==> config.mk <==
export PLATFORM = sky130hd
export DESIGN_NAME = button_event
export DESIGN_NICKNAME = d
export VERILOG_FILES = /design/src/rtl/button_event.sv
export SDC_FILE = /design/constraint.sdc
export NUM_CORES = 1
export LEC_CHECK = 0
export CAP_MARGIN = 20
export CORE_MARGIN = 3
export CORE_UTILIZATION = 52
export DETAILED_ROUTE_END_ITERATION = 10
export HOLD_SLACK_MARGIN = 0.12
export PLACE_DENSITY = 0.75
export REMOVE_ABC_BUFFERS = 1
export SYNTH_ARGS = -nofsm -noshare
export SYNTH_HDL_FRONTEND = slang
export SYNTH_SLANG_ARGS = --single-unit
==> constraint.sdc <==
create_clock -name clk -period 2.2 [get_ports clk]
set_input_delay 0.44 -clock clk [delete_from_list [all_inputs] [get_ports clk]]
set_output_delay 0.44 -clock clk [all_outputs]
set_load 0.02 [all_outputs]
==> src/rtl/button_event.sv <==
// Button event decoder: press/release edges, short vs. long press, auto-repeat
// while held, and a wrapping press counter. All outputs are registered.
module button_event #(
    parameter int LONG_CYCLES   = 50_000_000,
    parameter int REPEAT_CYCLES = 10_000_000,
    parameter int CNT_W         = 26
) (
    input  logic             clk,
    input  logic             reset,
    input  logic             sw_state,
    input  logic             clr_count,
    output logic             press_pulse,
    output logic             release_pulse,
    output logic             short_pulse,
    output logic             long_pulse,
    output logic             repeat_pulse,
    output logic             held,
    output logic [7:0]       press_count
);

    localparam logic [CNT_W-1:0] LONG_MAX   = CNT_W'(LONG_CYCLES - 1);
    localparam logic [CNT_W-1:0] REPEAT_MAX = CNT_W'(REPEAT_CYCLES - 1);

    typedef enum logic [1:0] {IDLE, PRESSED, REPEAT} state_t;

    state_t           state, state_nx;
    logic [CNT_W-1:0] cnt, cnt_nx;
    logic             sw_prev;
    logic             press_ev, rel_ev;
    logic             press_nx, rel_nx, short_nx, long_nx, repeat_nx;

    assign press_ev = sw_state & ~sw_prev;
    assign rel_ev   = ~sw_state & sw_prev;

    // Release is tested before the threshold so it wins on a coincident edge.
    always_comb begin
        state_nx  = state;
        cnt_nx    = cnt;
        press_nx  = 1'b0;
        rel_nx    = 1'b0;
        short_nx  = 1'b0;
        long_nx   = 1'b0;
        repeat_nx = 1'b0;
        case (state)
            IDLE: begin
                if (press_ev) begin
                    press_nx = 1'b1;
                    cnt_nx   = '0;
                    state_nx = PRESSED;
                end
            end
            PRESSED: begin
                if (rel_ev) begin
                    rel_nx   = 1'b1;
                    short_nx = 1'b1;
                    state_nx = IDLE;
                end else if (sw_state) begin
                    if (cnt == LONG_MAX) begin
                        long_nx  = 1'b1;
                        cnt_nx   = '0;
                        state_nx = REPEAT;
                    end else begin
                        cnt_nx = cnt + CNT_W'(1);
                    end
                end
            end
            REPEAT: begin
                if (rel_ev) begin
                    rel_nx   = 1'b1;
                    state_nx = IDLE;
                end else if (sw_state) begin
                    if (cnt == REPEAT_MAX) begin
                        repeat_nx = 1'b1;
                        cnt_nx    = '0;
                    end else begin
                        cnt_nx = cnt + CNT_W'(1);
                    end
                end
            end
            default: state_nx = IDLE;
        endcase
    end

    // sw_prev tracks the input even in reset so a button held through reset
    // does not register as a fresh press afterwards.
    always_ff @(posedge clk) begin
        sw_prev <= sw_state;
        if (reset) begin
            state         <= IDLE;
            cnt           <= '0;
            press_pulse   <= 1'b0;
            release_pulse <= 1'b0;
            short_pulse   <= 1'b0;
            long_pulse    <= 1'b0;
            repeat_pulse  <= 1'b0;
            held          <= 1'b0;
            press_count   <= 8'd0;
        end else begin
            state         <= state_nx;
            cnt           <= cnt_nx;
            press_pulse   <= press_nx;
            release_pulse <= rel_nx;
            short_pulse   <= short_nx;
            long_pulse    <= long_nx;
            repeat_pulse  <= repeat_nx;
            held          <= (state_nx != IDLE);
            if (clr_count)
                press_count <= 8'd0;
            else if (press_nx)
                press_count <= press_count + 8'd1;
        end
    end

endmodule

Word-level counts from Yosys, hierarchy flattened
Cells that the tools add are included. Widths: inputs -> output; s select.

Add/sub/neg operators: 2. $mul: 0. Div/mod/pow operators: 0. $lt $le $gt $ge: 0. Equality and inequality tests: 9. Shift operators: 0. Multiplexer cells: 19. Bitwise gates (word level): 7. Reductions and logical operators: 10.

Operators with widths (number): $mux 26 (7); $pmux 26 s3 (1); $add 26x1->26 const B (1); $eq 26x24->1 const B (1); $eq 26x26->1 const B (1); $mux 2 (5); $ne 2x2->1 const B (5); $add 8x1->8 const B (1); $reduce_or 2->1 (4); $reduce_or 4->1 (2); $pmux 2 s3 (1); $reduce_and 6->1 (1); $mux 1 (5); $not 1->1 (5); $reduce_bool 3->1 (1); $and 1x1->1 (2); $eq 2x1->1 const B (1); $eq 2x2->1 const B (1); $logic_not 2->1 (1); $reduce_bool 2->1 (1).

Register bits: 43. Bits in latches: 0. RAM bits: 0. Memory bits (read-only): 0. Bits of input ports: 4. Logic and storage cells: 57. Memories: 0.

Depth between registers and ports, before layout
Depth after elaboration: 6. Depth in mapped cells: 8. Mapped depth without buffers: 7.

Worst setup path before layout
OpenSTA, ideal clock, no wires.

Path type: reg-to-reg. Start point: reg state[0]. End point: reg cnt[24]. Library setup time: 0.115 ns. Arrival time: 1.957 ns. Data required time: 2.085 ns. Setup slack: 0.129 ns. Cell stages (with the launch flop): 9. Period minus slack after synthesis: 2.071 ns. Path through: dfxtp_1 > inv_1 > ha_1 > o21bai_2 > a2111o_1 > buf_6 > nor4_1 > xnor2_1 > nor2_1.

Longest elaborated chain between the ends: 3. Elaborated cells between the ends (all ways): 11. Those cells by class: 7 x eq/ne; 1 x mux; 3 x reduce/logical.

RTL lines: start, declared (RTL line 26) `state_t state, state_nx;`; start signal, assigned (RTL line 99) `state <= state_nx;`; $eq 2x1->1, or another cell as far along (RTL line 44) `case (state)`; $ne 2x2->1 (no source line) or $reduce_bool 3->1 (tied branches); $reduce_and 6->1 (no source line); end signal, assigned (RTL line 100) `cnt <= cnt_nx;`; end, declared (RTL line 27) `logic [CNT_W-1:0] cnt, cnt_nx;`.

Several ways; a longest one is shown, not always the timed one. A chain may end at the register's enable or synchronous reset.

Worst setup path in the final report
Start point: reg state[0]. End point: reg cnt[15].

The elaborated chain is that of the path after synthesis.

==> run metrics <==
CTS clk-pin slew, worst paths=90 ps; met2 WL=2.24 mm; share of cells above drive strength 1=14.0%; kind of critical path=reg2reg; DPL Wire Length=3.42 mm; worst min-delay path class=reg2reg; vias per cell=5.75; cell row count=22; vias in the first global route=1953; max reg flops=26; Cells after Synth=260; maximum clock rate=472 MHz; Crit-path slowest cell=a2111o_2; crit-path cells=inv_1, ha_1, o21bai_2, a2111o_2, nor4_1, xnor2_1, nor2_1; DR WL/cell=13.8 µm; first-pass GRT wire length=8.49 mm; total power=1.40 mW; CP max stage delay=630 ps; post-layout util=67.9%; largest net degree at the start of global routing=17; CTS max path bufs=2; Synth top area share=39.2%; Starting DRT DRC Count=49; Placer Congestion=0.849; P_leak=0.878 nW; area of the multi-input gates=1260 µm²; post-synthesis sequential area ratio=39.2%; mean area per synthesized cell=8.44 µm²; status=finished, final reports clean; most common library cells after synthesis=dfxtp_1 (43), nor2_1 (36), nand2_1 (31), xnor2_1 (18), nand3_1 (14); Setup violations, final=0; num ports=18; number of hold violations in the final report=0; Register Area=861 µm²; gr ovfl total=0; Initial Util=56.9%; CTS root buffer=clkbuf_8; WP data required=2400 ps; Regs by FF count=cnt x26, press_count x8, state x2; die width=70.9 µm; Slew @ Worst Pin=505 ps; crit path max fanout=15; number of port buffers=17; CTS tree=built; EDFF count, synth=0; number of distinct library cells after synthesis=44; main area contributors after synthesis=dfxtp_1 (39%), xnor2_1 (7.2%), nor2_1 (6.2%); hold_ws=518 ps; crit path capture type=flip-flop; fin crit period=2120 ps; Total GRT Usage=20.5%; Critical Path Start Type=flip-flop; number of buffers and inverters on the critical path=1; CP arrival=2320 ps; initial antenna violation count=0; CP top delay family=compound AO/OA/AOI/OAI gates; full die area=5030 µm²; Synth Register Bits=43; uppermost layer routed=met4; synthesized cell area=2190 µm²; final WL=4.69 mm; Most flops, register=cnt; CTS buffer count=5; # diodes=0; Clock Latency Late Sink=300 ps; Layout fillers=332; drt pass-1 iters=4; Die H=70.9 µm; Final Cycle Share=96.3%; Async SR Flop Fraction=0%; pwr/cell area=535 nW/µm²; met3 WL=303 µm; core box area=3850 µm²; area leader, netlist=dfxtp_1; clk sink count=43; H-tree lvl count=2; normalized max-slew margin=66.3%; Peak VDD IR=383 µV; Synth Warn #=0; setup ws final=81.4 ps; Top FF cell, synth=dfxtp_1; Max Slew Vio Count=0; Via Count=1956; Post-DRT Antenna Nets=0; DRC viols=0; setup repair bufs after CTS=0; RSZ-0062 raised after global routing=true; nets=301; final clock skew=5.78 ps; Syn-to-layout area delta=19.3%; worst slack, placed=-20.9 ps; met1 wire length=2.13 mm; Max Cap Violations=0; count leader, synth=dfxtp_1
==> cell usage in the layout (no fill, tap or decap), types with 6 or more instances in the layout <==
| cell | instances |
|---|---|
| nand2_1 | 31 |
| clkdlybuf4s50_1 | 17 |
| buf_4 | 15 |
| a21oi_1 | 6 |
| inv_1 | 10 |
| nand3_1 | 14 |
| dfxtp_1 | 43 |
| nor4_1 | 7 |
| ha_1 | 6 |
| o211ai_1 | 7 |
| xnor2_1 | 18 |
| nor3_1 | 10 |
| nor2_1 | 36 |
==> worst reg2reg max path: stages, from the launching register on <==
cell	delay (ps)
dfxtp_1	350
inv_1	70
ha_1	200
o21bai_2	200
a2111o_2	630
nor4_1	360
xnor2_1	160
nor2_1	50
==> final cells by class <==
| class | instances | area share [%] |
|---|---|---|
| Multi-Input combinational cell | 198 | 48.3 |
| Sequential cell | 43 | 32.9 |
| Timing Repair Buffer | 33 | 11.6 |
| Clock buffer | 5 | 2.63 |
| Tap cell | 48 | 2.29 |
| Inverter | 10 | 1.43 |
| Clock inverter | 3 | 0.908 |
==> stage by stage <==
stage               area, µm²  instances  setup TNS, ps
floorplan                2140        251              0
global placement         2500        332              0
detailed placement       2500        332          -51.9
CTS                      2600        340              0
global route             2620        340           -155
finish                   2620        340              0
==> logic make-up (layout without fill, tap and decap cells) <==
| family | after synthesis | in the layout | share of synthesized area [%] |
|---|---|---|---|
| multiplexers | 1 | 1 | 0.456 |
| buffers and inverters | 19 | 51 | 4.05 |
| AND/OR/NAND/NOR | 131 | 131 | 30.5 |
| AO/OA/AOI/OAI | 37 | 37 | 13.2 |
| adder cells (fa/ha/maj) | 6 | 6 | 3.42 |
| flip-flops | 43 | 43 | 39.2 |
| XOR/XNOR | 23 | 23 | 9.18 |
==> report_power, final <==
part	switching, mW	leakage (nW)	internal, mW
Sequential	0.00364	0.347	0.784
Clock	0.287	0.0408	0.227
Combinational	0.0543	0.490	0.0459
==> what timing repair did <==
action | CTS | global route
resized for setup | 0 | 4
endpoints found under the setup margin | 0 | 10
hold buffers | 0 | 0
==> path summary, 6_finish.rpt <==
| kind | endpoint | cells after the start | slack, ps | start |
|---|---|---|---|---|
| setup reg to reg | cnt[15] | 7 | 80 | state[0] |
| setup / recovery | cnt[15] | 7 | 80 | state[0] |
| hold / removal | press_count[7] | 2 | 520 | press_count[7] |
| hold reg to reg | press_count[7] | 2 | 520 | press_count[7] |
==> per-layer routing <==
layer	vias up	GRT usage, %
met5	-	0
met3	2	5.40
met1	919	26.0
met4	0	6.05
met2	62	34.3
li1	973	-
Note: power is estimated with default switching activity, not from simulation.
